**src/rtl/srl32_seq.sv**
```systemverilog
// Multi-cycle right shifter for srl/sra: shifts one bit per clock
// under a start/busy/done handshake; shamt taken from B[10:6].
module srl32_seq (
  input  logic        clk,
  input  logic        rst,
  input  logic        start,
  input  logic        arith,
  input  logic [31:0] A,
  input  logic [31:0] B,
  output logic        busy,
  output logic        done,
  output logic [31:0] res
);

  localparam logic [1:0] IDLE  = 2'd0;
  localparam logic [1:0] SHIFT = 2'd1;
  localparam logic [1:0] DONE  = 2'd2;

  logic [1:0]  state;
  logic [31:0] sh;
  logic [4:0]  cnt;
  logic        fill;

  // Only the shamt field of the instruction word matters.
  logic unused_b;
  assign unused_b = ^{B[31:11], B[5:0]};

  always_ff @(posedge clk) begin
    if (rst) begin
      state <= IDLE;
      sh    <= '0;
      cnt   <= '0;
      fill  <= 1'b0;
      res   <= '0;
    end else begin
      case (state)
        IDLE, DONE: begin
          if (start) begin
            state <= SHIFT;
            sh    <= A;
            cnt   <= B[10:6];
            fill  <= arith & A[31];
          end else begin
            state <= IDLE;
          end
        end
        SHIFT: begin
          if (cnt == 5'd0) begin
            state <= DONE;
            res   <= sh;
          end else begin
            sh  <= {fill, sh[31:1]};
            cnt <= cnt - 5'd1;
          end
        end
        default: state <= IDLE;
      endcase
    end
  end

  assign busy = (state == SHIFT);
  assign done = (state == DONE);

endmodule

```
**config.mk**
```make
export PLATFORM = sky130hd
export DESIGN_NAME = srl32_seq
export DESIGN_NICKNAME = d
export VERILOG_FILES = /design/src/rtl/srl32_seq.sv
export SDC_FILE = /design/constraint.sdc
export NUM_CORES = 1
export LEC_CHECK = 0
export CORE_ASPECT_RATIO = 0.9
export CORE_MARGIN = 1.5
export CORE_UTILIZATION = 45
export DETAILED_ROUTE_END_ITERATION = 6
export PLACE_DENSITY = 0.75
export SYNTH_ARGS = -nofsm -noshare
export SYNTH_HDL_FRONTEND = slang
export SYNTH_SLANG_ARGS = --single-unit
```
**constraint.sdc**
```tcl
create_clock -name clk -period 2.9 [get_ports clk]
set_input_delay 0.87 -clock clk [delete_from_list [all_inputs] [get_ports clk]]
set_output_delay 0.87 -clock clk [all_outputs]
set_load 0.05 [all_outputs]
```
==> impl_metrics.ini, run 1 <==
[run_status]
status = finished clean

[pwr]
leakagePower_uw = 0.00154
irDropWorstVdd_v = 0.000381
clockPowerShare_pct = 34.0
internal_power_uw = 1680
seqPwrFrac_pct = 47.2
p_per_area_nw_per_um2 = 595
power_switching_uw = 710
switching_share_pct = 29.7
combPwrFrac_pct = 18.9

[grt]
grt_use_total_pct = 19.1
grt_overflow = 0
grt_pass1_vias = 2204
grt_pass1_wl_microns = 10400
grt_start_max_net_pins = 41
antenna_found_initial = 0

[min_path]
worstHoldPathCells = 2
hp-class = reg -> reg
holdPathEnd = res[14]
hold_path.startpoint = res[14]

[floorplanning]
std_cell_rows = 28
io_pins = 102
dieArea_sq_um = 7260
core_sq_um = 6550
die_width_microns = 89.7
initial_core_util_pct = 46.4
die_h_microns = 81.0

[worst_setup_path]
arrival_ns = 1.71
reg2reg_to = sh[31]
required_ns = 2.03
reg2reg_slack_ns = 0.74
cp_max_fo = 3
r2r_start = cnt[0]
end_kind = output port
critPathKind = reg -> out
reg2reg_depth = 7
startpoint = state[1]
start_kind = register

[timing]
finalHoldViolCount = 0
maxSlewHeadroom_pct = 36.6
finalSetupViolCount = 0
slew_viol_final = 0
rsz0062_at_grt = no
tns_ns = 0
fmax_mhz = 388
worst_pin_slew_ns = 0.947
worst_clock_skew_ns = 0.00836
setup_slack_ns = 0.321
period_share_pct = 88.9
post-route-min-period_ns = 2.58

[drt]
ant_nets = 0
viasPerCell = 5.07
wire_per_inst_microns = 14.2
drt-initial-drc-count = 75
drc = 0
drt_pre_antenna_iters = 4
dr_total_vias = 2327
drt-total-wl_microns = 6530

[run]
maxCapViolations = 0

[finish]
area_growth_pct = 32.4
fin_nets = 433
fill_cells = 617
num_antenna_cells = 0
drive_gt1_share_pct = 15.7

[synth]
ys_warn_count = 0
synth_cell_type_count = 32
synth_area_sq_um = 3040
synthCells = 296
ys_seq_elements = 72
syn_nets = 365
avgSynthCellArea_sq_um = 10.3
synth-seq-area-share_pct = 47.4

[place]
dp_slack_ns = 0.0972
gp_congestion = 0.777
hpwlAfterDp_microns = 4290
io_buffers = 74

[clock_network]
clkSinkCount = 72
cts_root_buf = clkbuf_8
clkLatencyLatePin_ns = 0.35
cts_max_level = 3
clock_path_buffers = 2
cts_hold_buf = 0
cts_buffers = 9
cts_setup_buffers = 0
cts_tree = built
cts-resized-gates = 0
clkTransAtPathRegs_ns = 0.08
[stage by stage]
stage | cells | area (sq um) | hold WS, ns | utilization (%) | power (uW)
after CTS | 459 | 4030 | 0.455 | 61.5 | 2420
after global placement | 443 | 3820 | 0.440 | 58.3 | 1590
final | 459 | 4030 | 0.454 | 61.5 | 2390
after global routing | 459 | 4030 | 0.471 | 61.5 | 2510
after detailed placement | 443 | 3820 | 0.446 | 58.3 | 1610
after floorplan | 296 | 3040 | 0.431 | - | 1470
[power groups by stage]
stage / clock (uW) / sequential (uW) / combinational (uW)
floorplan: 0 / 1170 / 291
global placement: 0 / 1150 / 448
detailed placement: 0 / 1150 / 455
CTS: 834 / 1130 / 458
global route: 882 / 1140 / 487
finish: 814 / 1130 / 452
[routing by layer]
layer | global-route usage (%) | wire length (microns)
met5 | 0 | 0
met1 | 22.7 | 2940
met3 | 8.23 | 473
met4 | 5.69 | 56
met2 | 31.1 | 3060
[cells by family after synthesis]
logic type	after synthesis	synth area share [%]
flops	72	47.4
compound gates	77	23.4
mux	32	10.5
simple gates	87	12.7
fa+ha+maj	1	0.411
buf+inv	27	5.59
[registers in the layout, summed over array words and instances (netlist names)]
register,count
fill,1
res,32
state,2
cnt,5
sh,32
[synth_stat cells, drive strengths merged]
cell type  number  area share, %
a21oi          38            6.2
a22o            1           0.29
buf            18            4.5
clkbuf          5           0.62
dfxtp          72             47
ha              1           0.41
inv             4           0.49
mux2i          32             11
nand2          67            8.3
nand2b          3           0.62
nand3           2           0.33
nand3b          1           0.25
nor2            5           0.62
nor2b           2           0.41
nor3            2           0.70
nor4            1           0.41
nor4b           1           0.49
o21a            1           0.25
o21ai           2           0.33
o2bb2ai        33             16
o311ai          1           0.29
o32ai           1           0.29
or2             1           0.21
or3             1           0.21
or4             1           0.25
[cells in the final DEF, fill, tap and decap left out]
cell / synthesis / routed
a21oi_1: 38 / 38
nor2_1: 5 / 5
o21ai_0: 1 / 1
o32ai_1: 1 / 1
nand3b_1: 1 / 1
o21a_1: 1 / 1
buf_12: 0 / 2
o2bb2ai_2: 30 / 30
nand2_1: 67 / 67
o21ai_1: 1 / 1
clkinvlp_4: 0 / 2
mux2i_1: 32 / 32
or2_2: 0 / 1
o2bb2ai_1: 3 / 3
o311ai_0: 1 / 1
bufinv_16: 0 / 1
clkinv_2: 0 / 1
nor4_4: 0 / 1
or3_1: 1 / 1
nand3_1: 2 / 2
clkinv_4: 0 / 1
inv_1: 3 / 3
inv_2: 1 / 1
clkdlybuf4s50_1: 0 / 74
nand2b_1: 3 / 2
nand2b_2: 0 / 1
a22o_1: 1 / 1
nor2b_1: 2 / 2
dfxtp_1: 72 / 72
buf_4: 4 / 4
nor3_1: 1 / 1
or4_1: 1 / 1
inv_6: 0 / 1
nor4b_2: 1 / 1
ha_1: 1 / 1
nor3_4: 1 / 1
clkbuf_8: 0 / 10
[worst max-delay path, stage by stage (launching register included)]
cell             delay [ns]
dfxtp_1                0.32
nand2b_2               0.20
inv_1                  0.06
clkdlybuf4s50_1        0.79
[cell type report]
class | instances | area (sq um) | share of cell area, %
Multi-Input combinational cell | 197 | 1440 | 35.8
Sequential cell | 72 | 1440 | 35.8
Timing Repair Buffer | 80 | 811 | 20.1
Clock buffer | 10 | 138 | 3.42
Tap cell | 90 | 113 | 2.80
Clock inverter | 6 | 67.6 | 1.68
Inverter | 4 | 15.0 | 0.373
[how the worst max path moves through the flow]
| stage | end | cells after the start |
|---|---|---|
| finish | busy | 3 |
| global placement | sh[0] | 5 |
| CTS | busy | 3 |
| global route | busy | 3 |
| floorplan | busy | 4 |
| detailed placement | sh[0] | 5 |
(Power assumes the default switching activity.)
==> run 2, diff against run 1 <==
==> constraint.sdc (replaced) <==
create_clock -name clk -period 3.2 [get_ports clk]
set_input_delay 0.96 -clock clk [delete_from_list [all_inputs] [get_ports clk]]
set_output_delay 0.96 -clock clk [all_outputs]
set_load 0.05 [all_outputs]
==> run 2 against run 1 <==
Effect of this change:
- final area is 1.2% higher
- largest cell class unchanged
- wire length rose by 2.4%
- die area unchanged
- sequential power down 9.7%
- worst setup slack better by 0.24 ns
- sequential cell count unchanged
==> impl_metrics.ini, run 2 (same netlist as run 1, synthesis figures left out) <==
[pwr]
combPwrFrac_pct = 17.2
power_uw = 2370
leakagePower_uw = 0.00157
clockPowerShare_pct = 39.5
p_per_area_nw_per_um2 = 580
internal_power_uw = 1730
power_switching_uw = 636
switching_share_pct = 26.9
seqPwrFrac_pct = 43.2
irDropWorstVdd_v = 0.000328

[worst_setup_path]
start_kind = register
end_kind = output port
arrival_ns = 1.68
reg2reg_to = res[22]
reg2reg_depth = 6
required_ns = 2.24
reg2reg_slack_ns = 0.97
critPathKind = reg -> out
cp_max_fo = 3
r2r_start = cnt[0]

[floorplanning]
dieArea_sq_um = 7260
die_width_microns = 89.7
initial_core_util_pct = 46.4
core_sq_um = 6550
io_pins = 102
die_h_microns = 81.0
std_cell_rows = 28

[finish]
drive_gt1_share_pct = 16.2
final_common_cell = clkdlybuf4s50_1
layout_common_cells = clkdlybuf4s50_1, dfxtp_1, nand2_1
fin_util_pct = 62.2
final_cell_count_no_fill = 461
fin_nets = 436
area_growth_pct = 34.0
num_antenna_cells = 0
reg_top3 = res: 32 flops, sh: 32 flops, cnt: 5 flops
fill_cells = 595

[grt]
antenna_found_initial = 0
grt_pass1_wl_microns = 10900
grt_start_max_net_pins = 42
grt_overflow = 0
grt_pass1_vias = 2273
grt_use_total_pct = 19.7

[place]
io_buffers = 74
hpwlAfterDp_microns = 4530
dp_cells = 446
dp_slack_ns = 0.661
gp_congestion = 0.736

[min_path]
hold_path.startpoint = res[1]
holdPathEnd = res[1]
worstHoldPathCells = 2
hp-class = reg -> reg

[drt]
drt_pre_antenna_iters = 4
dr_total_vias = 2342
drt-total-wl_microns = 6690
viasPerCell = 5.08
drt-initial-drc-count = 59
wire_per_inst_microns = 14.5
drc = 0
ant_nets = 0

[clock_network]
clock_path_buffers = 2
cts-resized-gates = 0
clkSinkCount = 72
cts_root_buf = clkbuf_8
clkTransAtPathRegs_ns = 0.07
cts_buffers = 9
cts_tree = built
cts_max_level = 3
cts_hold_buf = 0
cts_setup_buffers = 0
clkLatencyLatePin_ns = 0.35

[timing]
maxSlewHeadroom_pct = 18.7
fmax_mhz = 379
post-route-min-period_ns = 2.64
worst_pin_slew_ns = 1.22
slew_viol_final = 0
finalHoldViolCount = 0
rsz0062_at_grt = no
finalSetupViolCount = 0
tns_ns = 0
setup_slack_ns = 0.561
period_share_pct = 82.5
worst_clock_skew_ns = 0.00576

[run_status]
status = finished clean

[run]
maxCapViolations = 0
run 2: routing by layer:
layer	vias up	track usage (%)	routed length, microns
li1	1178	-	-
met1	1090	23.6	2970
met2	64	32.6	3200
met3	10	7.01	443
met4	0	6.92	76
met5	-	0	0
run 2: how the worst max path moves through the flow:
stage | endpoint | depth (start not counted) | slack [ns] | start
2_1_floorplan | busy | 4 | 0.96 | state[1]
3_3_place_gp | cnt[1] | 5 | 0.68 | start
3_5_place_dp | sh[13] | 6 | 0.66 | start
4_1_cts | busy | 3 | 0.53 | state[1]
5_1_grt | busy | 3 | 0.46 | state[0]
6_report | busy | 3 | 0.56 | state[1]
run 2: cell type report:
cell class / instances / area [sq um] / area share, %
multi-input cells: 197 / 1440 / 35.4
inverters: 4 / 15.0 / 0.368
clock buffers: 9 / 124 / 3.04
well taps: 90 / 113 / 2.76
clock inverters: 6 / 133 / 3.25
flip-flops and latches: 72 / 1440 / 35.4
repair buffers: 83 / 808 / 19.8
run 2: critical path: stages (launching register included):
cell,delay (ns)
dfxtp_1,0.31
nand2b_2,0.18
inv_1,0.05
clkdlybuf4s50_1,0.79
run 2: power groups by stage:
stage          Sequential [uW]  Combinational [uW]  Clock [uW]
6_report                  1020                 408         935
5_1_grt                   1030                 444         986
4_1_cts                   1020                 413         946
3_5_place_dp              1040                 412           0
3_3_place_gp              1040                 402           0
2_1_floorplan             1060                 264           0
run 2: stage by stage:
stage | cell area (sq um) | hold WS [ns]
2_1_floorplan | 3040 | 0.431
3_3_place_gp | 3820 | 0.441
3_5_place_dp | 3820 | 0.447
4_1_cts | 4080 | 0.458
5_1_grt | 4080 | 0.474
6_report | 4080 | 0.453
